<file path="src/rtl/mux_sel_arbiter.sv">
// Round-robin select controller for a 2:1 mux stage: arbitrates two requesters,
// limits grant dwell, and only moves the select line while both grants are low.
module mux_sel_arbiter #(
  parameter int CW = 4
) (
  input  logic          clk,
  input  logic          rst_n,
  input  logic          en,
  input  logic [1:0]    req,
  input  logic [CW-1:0] dwell,
  output logic          s,
  output logic [1:0]    gnt,
  output logic          sw,
  output logic [CW-1:0] cnt
);

  typedef enum logic [1:0] {
    IDLE  = 2'd0,
    GAP   = 2'd1,
    GRANT = 2'd2
  } state_t;

  localparam logic [CW-1:0] CNT_MAX = {CW{1'b1}};

  state_t        state_r, state_s;
  logic          s_r, s_s;
  logic [1:0]    gnt_r, gnt_s;
  logic          sw_r, sw_s;
  logic [CW-1:0] cnt_r, cnt_s;
  logic          last_r, last_s;
  logic          win_s;
  logic          release_s;

  function automatic logic [1:0] onehot(input logic idx);
    return idx ? 2'b10 : 2'b01;
  endfunction

  // Next-state and next-output decode for the arbitration FSM
  always_comb begin
    state_s   = state_r;
    s_s       = s_r;
    gnt_s     = gnt_r;
    sw_s      = 1'b0;
    cnt_s     = cnt_r;
    last_s    = last_r;
    win_s     = 1'b0;
    release_s = 1'b0;
    case (state_r)
      IDLE: begin
        if (en && (req != 2'b00)) begin
          if (req == 2'b11) begin
            win_s = ~last_r;
          end else begin
            win_s = req[1];
          end
          if (win_s == s_r) begin
            state_s = GRANT;
            gnt_s   = onehot(win_s);
            cnt_s   = {CW{1'b0}};
          end else begin
            // Select moves first; the grant follows one cycle later
            state_s = GAP;
            s_s     = win_s;
            sw_s    = 1'b1;
            gnt_s   = 2'b00;
          end
        end else begin
          state_s = IDLE;
        end
      end
      GAP: begin
        state_s = GRANT;
        gnt_s   = onehot(s_r);
        cnt_s   = {CW{1'b0}};
      end
      GRANT: begin
        // >= rather than == so a dwell lowered mid-grant still takes effect
        release_s = !en || !req[s_r] ||
                    ((dwell != {CW{1'b0}}) && (cnt_r >= (dwell - CW'(1))) && req[~s_r]);
        if (release_s) begin
          state_s = IDLE;
          gnt_s   = 2'b00;
          last_s  = s_r;
          cnt_s   = {CW{1'b0}};
        end else if (cnt_r != CNT_MAX) begin
          cnt_s = cnt_r + CW'(1);
        end else begin
          cnt_s = cnt_r;
        end
      end
      default: begin
        state_s = IDLE;
        gnt_s   = 2'b00;
      end
    endcase
  end

  // State and output registers with asynchronous reset
  always_ff @(posedge clk or negedge rst_n) begin
    if (!rst_n) begin
      state_r <= IDLE;
      s_r     <= 1'b0;
      gnt_r   <= 2'b00;
      sw_r    <= 1'b0;
      cnt_r   <= {CW{1'b0}};
      last_r  <= 1'b1;
    end else begin
      state_r <= state_s;
      s_r     <= s_s;
      gnt_r   <= gnt_s;
      sw_r    <= sw_s;
      cnt_r   <= cnt_s;
      last_r  <= last_s;
    end
  end

  assign s   = s_r;
  assign gnt = gnt_r;
  assign sw  = sw_r;
  assign cnt = cnt_r;

endmodule

</file>
<file path="config.mk">
export PLATFORM = sky130hd
export DESIGN_NAME = mux_sel_arbiter
export DESIGN_NICKNAME = d
export VERILOG_FILES = /design/src/rtl/mux_sel_arbiter.sv
export SDC_FILE = /design/constraint.sdc
export NUM_CORES = 1
export LEC_CHECK = 0
export CAP_MARGIN = 20
export CORE_MARGIN = 5
export CORE_UTILIZATION = 40
export CTS_BUF_LIST = sky130_fd_sc_hd__clkbuf_16
export DETAILED_ROUTE_END_ITERATION = 16
export PLACE_DENSITY = 0.74
export SYNTH_ARGS = -nofsm -noshare
export SYNTH_HDL_FRONTEND = slang
export SYNTH_SLANG_ARGS = --single-unit
export TNS_END_PERCENT = 1
</file>
<file path="constraint.sdc">
create_clock -name clk -period 2.3 [get_ports clk]
set_input_delay 0.46 -clock clk [delete_from_list [all_inputs] [get_ports clk]]
set_output_delay 0.46 -clock clk [all_outputs]
set_load 0.02 [all_outputs]
</file>
# Word-level counts from Yosys, hierarchy flattened
# Index checks and enable logic that the tools add are counted.
# op_classes
n_addsub	2
magnitude_cmp	3
eq_ne	9
mux	24
bitwise_logic	3
n_reduce_logical	15
# op_table
operator	n
4-bit 2-to-1 mux	4
2-bit 2-to-1 mux	7
2-bit one-hot mux with 3 select lines	2
4-bit one-hot mux with 3 select lines	1
1-bit 2-to-1 mux	10
2-bit inequality test, second input constant	3
4-bit by 1-bit adder with 4-bit output, second input constant	1
2-bit equality test, second input constant	2
4-bit greater-or-equal comparator	1
1-bit by 2-bit less-than comparator with 1-bit output, second input constant	2
4-bit inequality test, second input constant	1
2-bit AND reduction	2
4-bit AND reduction	1
4-bit nonzero test	1
4-bit by 1-bit subtractor with 4-bit output, second input constant	1
1-bit logical AND	3
3-bit inequality test, second input constant	1
1-bit NOT	3
3-bit AND reduction	1
3-bit nonzero test	1
2-bit by 1-bit equality test with 1-bit output, second input constant	1
1-bit logical NOT	2
2-bit logical NOT	1
1-bit logical OR	2
other kinds (2)	2
# word_totals
ff_bits	11
output_inout_bits	8

# Longest topological paths before layout
# Gate-level depths: netlist of run 1.
# logic_depth
word_depth	8
mapped_depth	8

# Worst setup path before layout of run 1
# Ideal clock, no wire load.
# synth_timing
path_type	input-to-reg
start	input port dwell[0]
end	register cnt_r[0], in the netlist cnt[0]
arrival_time_ns	1.958
required_ns	2.235
slack_ns	0.277
path_stages	7
cell_sequence	inv_1 -> ha_1 -> ha_1 -> o211ai_1 -> o21ai_2 -> a2111oi_0 -> a211o_1
# synth_between
elab_chain_len	7
# synth_lines
item	line_no	source
start: declaration	10	input logic [CW-1:0] dwell,
4-bit by 1-bit subtractor with 4-bit output	79	((dwell != {CW{1'b0}}) && (cnt_r >= (dwell - CW'(1))) && req[~s_r]);
4-bit greater-or-equal comparator	79	
1-bit logical AND (*) (2 in a row)	79	
1-bit logical OR (*)	78	release_s = !en || !req[s_r] ||
3-bit inequality test (no source line) / 4-bit 2-to-1 mux (equally long branches)	n/a	
4-bit AND reduction (no source line) / 4-bit one-hot mux with 3 select lines (equally long branches)	n/a	
end signal: assignment	105	cnt_r <= {CW{1'b0}};
end signal: assignment	112	cnt_r <= cnt_s;
end: declaration	29	logic [CW-1:0] cnt_r, cnt_s;
# Every way passes the cells marked *; elsewhere a longest branch is shown, timed or not.
# A chain may end at the register's enable or synchronous reset.

# Worst setup path in the final report of run 1
# layout_timing
start	input port req[0]
end	register cnt_r[3], in the netlist cnt[3]
# layout_between
elab_chain_len	7
# layout_lines
item	line_no	source
start: declaration	9	input logic [1:0] req,
2-bit equality test / 1-bit 2-to-1 mux (equally long branches)	51, 78	
1-bit 2-to-1 mux, on equally long branches	51, 78	
1-bit 2-to-1 mux / 1-bit logical NOT (equally long branches)	50, 78	
1-bit 2-to-1 mux / 1-bit logical OR (equally long branches)	48, 78	
1-bit equality test / 1-bit logical OR (equally long branches)	56, 78	
2-bit inequality test (no source line) (tied with other cells)	n/a	
4-bit AND reduction (no source line) / 4-bit one-hot mux with 3 select lines (equally long branches)	n/a	
# Parallel ways exist; a longest one is shown, timed or not. The select of a mux whose other input is x is not followed.

==> flow_metrics.tcl, run 1 <==
set metrics [dict create \
    status "finished clean" \
    yosys_register_bits 11 \
    synth_nets 107 \
    syn_area_um2 886 \
    final_max_slew_viol_count 0 \
    final_cells 143 \
    clk_latency_ps 240 \
    chipHeight_um 57.1 \
    worstSetupPathType "in2reg" \
    combinationalPowerShare_pct 46.0 \
    synth-compound-area-share_pct 27.0 \
    ctsHoldBuffers 0 \
    drc 0 \
    swShare_pct 37.8 \
    reg2reg_slack_ps 330 \
    r2r-start "cnt[0]$_DFFE_PN0P_" \
    worstPathMaxFanout 4 \
    place_area_mm2 0.00111 \
    holdPathStages 1 \
    internal_power_mw 0.768 \
    vdd_drop_max_uv 714 \
    core_area_mm2 0.00217 \
    clk_pin_slew_ps 40 \
    setup_viol 0 \
    layout_min_cycle_time_ps 2180 \
    fin_worst_skew_ps 0.649 \
    synthAdderAreaFrac_pct 12.7 \
    grt_pass1_wl_um 3510 \
    design_area_mm2 0.00124 \
    seq_area_frac_synth_pct 31.2 \
    fmax_ghz 0.459 \
    grt_pass1_vias 765 \
    ys.flop_type "dfrtp_1" \
    antenna_found_initial 0 \
    synth_most_common_cell "dfrtp_1" \
    clock_power_share_pct 25.8 \
    whs_endpoint "gnt[1]$_DFFE_PN0P_" \
    num_vias 793 \
    reg2reg_depth 6 \
    synthSimpleGateAreaFrac_pct 17.4 \
    drtPass1Iterations 4 \
    cp-start-kind "input pin" \
    async_flop_share_pct 100 \
    seqPwrFrac_pct 28.2 \
    initial_core_util_pct 40.8 \
    gp_congestion 0.834 \
    cp.required_ps 2420 \
    synth_top_family_by_area "compound AO/OA/AOI/OAI gates" \
    grt.overflow.total 0 \
    setup.worst_path.start "req[0]" \
    p_switching_mw 0.468 \
    tritoncts "done" \
    dr.first_iter.drc_count 13 \
    holdWs_ps 523 \
    synthCells 89 \
    worstHoldPathType "reg2reg" \
    yosys.area.top_type "dfrtp_1" \
    die_x_um 57.1 \
    hold_viol 0 \
    root_buffer "clkbuf_16" \
    rsz0062_at_grt "false" \
    yosys_warnings 0 \
    synth_edf_count 0 \
    worst_hold_startpoint "gnt[1]$_DFFE_PN0P_" \
    vias_per_cell 5.55 \
    drv_cap 0 \
    nets 134 \
    areaGrowthSynthToFinish_pct 40.3 \
    synthXorXnorAreaFrac_pct 1.98 \
    synth_area_per_cell_um2 9.95 \
    ios 17 \
    cts_max_level 1 \
    wl_per_cell_um 14.8 \
    io_buffer_count 16 \
    tightest_slew_ps 528 \
    synth_common_cells "10 x dfrtp_1, 9 x ha_1, 8 x nand2_1" \
    netlist.area_leader.share_pct 28.2 \
    muxShareOfSynthArea_pct 6.50 \
    grt_max_degree 12 \
    wirelength_um 2120 \
    synth_cell_type_count 38 \
    row_count 17 \
    cts.sinks 11 \
    critPathArrivalTime_ps 2300 \
    dieArea_mm2 0.00326 \
    dp.cells 136 \
    ys_top_cells_by_area "dfrtp_1 28%, ha_1 13%, a211oi_1 4.2%" \
    clockBufferDepth 2 \
    dpl.hpwl_um 1490 \
    cp-end-kind "flop" \
    leakagePower_nw 0.564 \
    antenna_cells 0 \
    fin_crit_sh_pct 94.7 \
    postRouteAntennaNets 0 \
    track_usage_pct 13.8 \
    r2r_end "cnt[1]$_DFFE_PN0P_" \
    cts_buffers 3 \
    layout-drive-gt1-share_pct 27.0 \
    maxSlewHeadroom_pct 64.7 \
    power.density_mw_per_mm2 995 \
]
[through the flow]
| step | total power [mW] | setup WS [ps] | setup TNS (ps) | util [%] |
|---|---|---|---|---|
| final | 1.24 | 121 | 0 | 57.3 |
| after global routing | 1.32 | 3.25 | 0 | 57.3 |
| after CTS | 1.22 | 2.93 | 0 | 56.3 |
| after detailed placement | 0.868 | -377 | -2430 | 51.1 |
| after global placement | 0.859 | -316 | -1890 | 51.1 |
| after floorplan | 0.679 | 277 | 0 | - |
[worst max path at each step]
| stage | end |
|---|---|
| floorplan | cnt[0]$_DFFE_PN0P_ |
| global placement | cnt[0]$_DFFE_PN0P_ |
| detailed placement | cnt[0]$_DFFE_PN0P_ |
| CTS | cnt[3]$_DFFE_PN0P_ |
| global route | cnt[3]$_DFFE_PN0P_ |
| finish | cnt[3]$_DFFE_PN0P_ |
[critical path, stage by stage]
cell             delay [ps]
clkdlybuf4s50_1         540
nand2_1                  60
and2_1                  170
inv_1                    50
ha_1                    230
o21a_1                  210
a21o_1                  200
a221o_1                 360
[cell usage in the layout, fill, tap and decap left out, types with 3 or more instances in the layout]
master / count
o21ai_0: 4
a211oi_1: 5
ha_1: 8
nand3_1: 5
nand2_1: 8
clkdlybuf4s50_1: 12
a211o_1: 3
buf_4: 8
clkbuf_16: 3
inv_1: 5
dfrtp_1: 10
[state kept, by name (all words and copies together) (netlist names)]
register	count
s	1
last_r	1
cnt	4
sw	1
state_r	2
gnt	2
[layout make-up]
type / instances / area [um2]
Inverter: 5 / 18.8
Sequential cell: 11 / 277
Fill cell: 188 / 927
Multi-Input combinational cell: 71 / 618
Clock buffer: 3 / 75.1
Timing Repair Buffer: 24 / 215
Tap cell: 28 / 35.0
Clock inverter: 1 / 3.75
[logic make-up (layout without fill, tap and decap cells)]
kind of cell    after synthesis  after routing
buf+inv                       7             33
flops                        11             11
mux                           5              5
simple gates                 26             26
fa+ha+maj                     9              9
xor+xnor                      2              2
compound gates               29             29
[power by group through the flow]
stage / Clock (mW) / Combinational, mW / Sequential [mW]
2_1_floorplan: 0 / 0.327 / 0.352
3_3_place_gp: 0 / 0.514 / 0.345
3_5_place_dp: 0 / 0.520 / 0.348
4_1_cts: 0.327 / 0.547 / 0.346
5_1_grt: 0.333 / 0.622 / 0.361
6_report: 0.319 / 0.568 / 0.349
[repair_timing]
| action | in CTS | in global routing |
|---|---|---|
| resized for setup | 8 | 11 |
| endpoints found under the setup margin | 7 | 7 |
| endpoints found under the hold margin | 0 | 0 |
| pin swaps | 7 | 6 |
| setup buffers | 3 | 0 |
[metal layers]
layer,routed length [um],vias up,global-route usage [%]
li1,-,395,-
met1,966,371,18.0
met2,999,23,21.0
met3,115,4,3.62
met4,39,0,6.95
met5,0,-,0
No activity file was read; power rests on OpenSTA's default activity.
==> run 2, diff against run 1 <==
- CORE_ASPECT_RATIO: default -> 0.8
==> run 2 against run 1 <==
Net effect:
- register-to-register slack better by 60 ps
- non-clock buffer count increased by 4
- first-iteration DRC count grew 85%
==> flow_metrics.tcl, run 2 (synthesized netlist as in run 1, its figures left out) <==
set metrics [dict create \
    final_max_slew_viol_count 0 \
    fin_crit_sh_pct 96.1 \
    r2r-start "last_r$_DFFE_PN1P_" \
    areaGrowthSynthToFinish_pct 45.2 \
    gp_congestion 0.853 \
    track_usage_pct 14.0 \
    dr.first_iter.drc_count 24 \
    cts_buffers 3 \
    worst-path-stages 9 \
    wirelength_um 2080 \
    clk_pin_slew_ps 40 \
    setup_viol 0 \
    clk_latency_ps 240 \
    drtPass1Iterations 4 \
    status "finished clean" \
    vias_per_cell 5.61 \
    worst_hold_startpoint "gnt[0]$_DFFE_PN0P_" \
    drv_cap 0 \
    dieArea_mm2 0.00326 \
    crit_buf_inv 2 \
    tightest_slew_ps 518 \
    vdd_drop_max_uv 761 \
    swShare_pct 38.8 \
    cts_max_level 1 \
    final_cells 144 \
    clock_power_share_pct 25.1 \
    worstSetupPathType "in2reg" \
    fillCellCount 190 \
    hold_viol 0 \
    path_cells "clkdlybuf4s50_1 > nor3_2 > xnor2_1 > ha_1 > o211ai_1 > o21ai_2 > buf_4 > a2111oi_2 > a211o_1" \
    reg2reg_slack_ps 390 \
    final_cell_mix "14 x clkdlybuf4s50_1, 12 x buf_4, 10 x dfrtp_1" \
    fin_worst_skew_ps 0.833 \
    initial_core_util_pct 41.4 \
    grt.overflow.total 0 \
    final_common_cell "clkdlybuf4s50_1" \
    post-place-ws_ps -428 \
    power_mw 1.26 \
    seqPwrFrac_pct 27.6 \
    critPathArrivalTime_ps 2390 \
    die_x_um 62.6 \
    slowest_stage "clkdlybuf4s50_1" \
    holdPathStages 1 \
    ios 17 \
    p_switching_mw 0.487 \
    grt_pass1_wl_um 3660 \
    combinationalPowerShare_pct 47.4 \
    cp-start-kind "input pin" \
    grt_pass1_vias 795 \
    row_count 15 \
    nets 138 \
    multiInputGateArea_um2 632 \
    cts.sinks 11 \
    worstHoldPathType "reg2reg" \
    postRouteAntennaNets 0 \
    root_buffer "clkbuf_16" \
    dpl.hpwl_um 1540 \
    maxSlewHeadroom_pct 65.3 \
    setup_ws_ps 90.7 \
    cp_slowest_stage_delay_ps 490 \
    grt_max_degree 12 \
    cp-end-kind "flop" \
    internal_power_mw 0.769 \
    dp.cells 136 \
    worstPathMaxFanout 4 \
    critPathTopFamily "compound AO/OA/AOI/OAI gates" \
    leakagePower_nw 0.566 \
    antenna_cells 0 \
    largest_reg_flops 4 \
    postLayoutCoreUtil_pct 60.1 \
    whs_endpoint "gnt[0]$_DFFE_PN0P_" \
    num_vias 808 \
    clockBufferDepth 2 \
    io_buffer_count 16 \
    antenna_found_initial 0 \
    drc 0 \
    wl_per_cell_um 14.5 \
    cp.required_ps 2480 \
    seqCellArea_um2 277 \
    reg2reg_depth 7 \
    tritoncts "done" \
    fmax_ghz 0.453 \
    r2r_end "cnt[3]$_DFFE_PN0P_" \
    core_area_mm2 0.00214 \
    chipHeight_um 52.1 \
    layout-drive-gt1-share_pct 28.6 \
    rsz0062_at_grt "true" \
    power.density_mw_per_mm2 977 \
    layout_min_cycle_time_ps 2210 \
]
run 2: what timing repair did:
action | in CTS | in global routing
gates resized for setup | 7 | 6
pin swaps | 4 | 6
hold buffers | 0 | 0
setup buffers | 4 | 0
setup endpoints to repair | 7 | 8
run 2: layer usage:
metal	share of wire (%)	GRT usage (%)	vias to the layer above
li1	-	-	404
met1	48	18.7	381
met2	46	22.4	23
met3	6.1	6.05	0
met4	0	0	0
met5	0	0	-
run 2: final cells by class:
class | count | share of cell area, %
tap | 25 | 2.43
inverter | 5 | 1.46
timing repair buffer | 28 | 19.3
multi-input combinational | 71 | 49.1
clock inverter | 1 | 0.389
sequential | 11 | 21.5
clock buffer | 3 | 5.84
run 2: how the worst max path moves through the flow:
| stage | start | to | slack, ps |
|---|---|---|---|
| 6_report | dwell[2] | cnt[1]$_DFFE_PN0P_ | 90 |
| 5_1_grt | dwell[2] | gnt[1]$_DFFE_PN0P_ | -10 |
| 4_1_cts | dwell[2] | cnt[2]$_DFFE_PN0P_ | 5 |
| 3_5_place_dp | dwell[0] | cnt[1]$_DFFE_PN0P_ | -430 |
| 3_3_place_gp | dwell[0] | cnt[0]$_DFFE_PN0P_ | -380 |
| 2_1_floorplan | dwell[0] | cnt[0]$_DFFE_PN0P_ | 280 |
run 2: metrics by stage:
step	hold slack, ps	area (um2)	TNS, ps
floorplan	164	886	0
global placement	501	1130	-2000
detailed placement	503	1130	-2560
CTS	512	1250	0
global route	548	1290	-10.6
finish	505	1290	0
run 2: power by group through the flow:
stage | Combinational (mW) | Clock [mW] | Sequential, mW
after floorplan | 0.327 | 0 | 0.352
after global placement | 0.511 | 0 | 0.347
after detailed placement | 0.524 | 0 | 0.349
after CTS | 0.561 | 0.322 | 0.346
after global routing | 0.646 | 0.339 | 0.362
final | 0.595 | 0.315 | 0.346
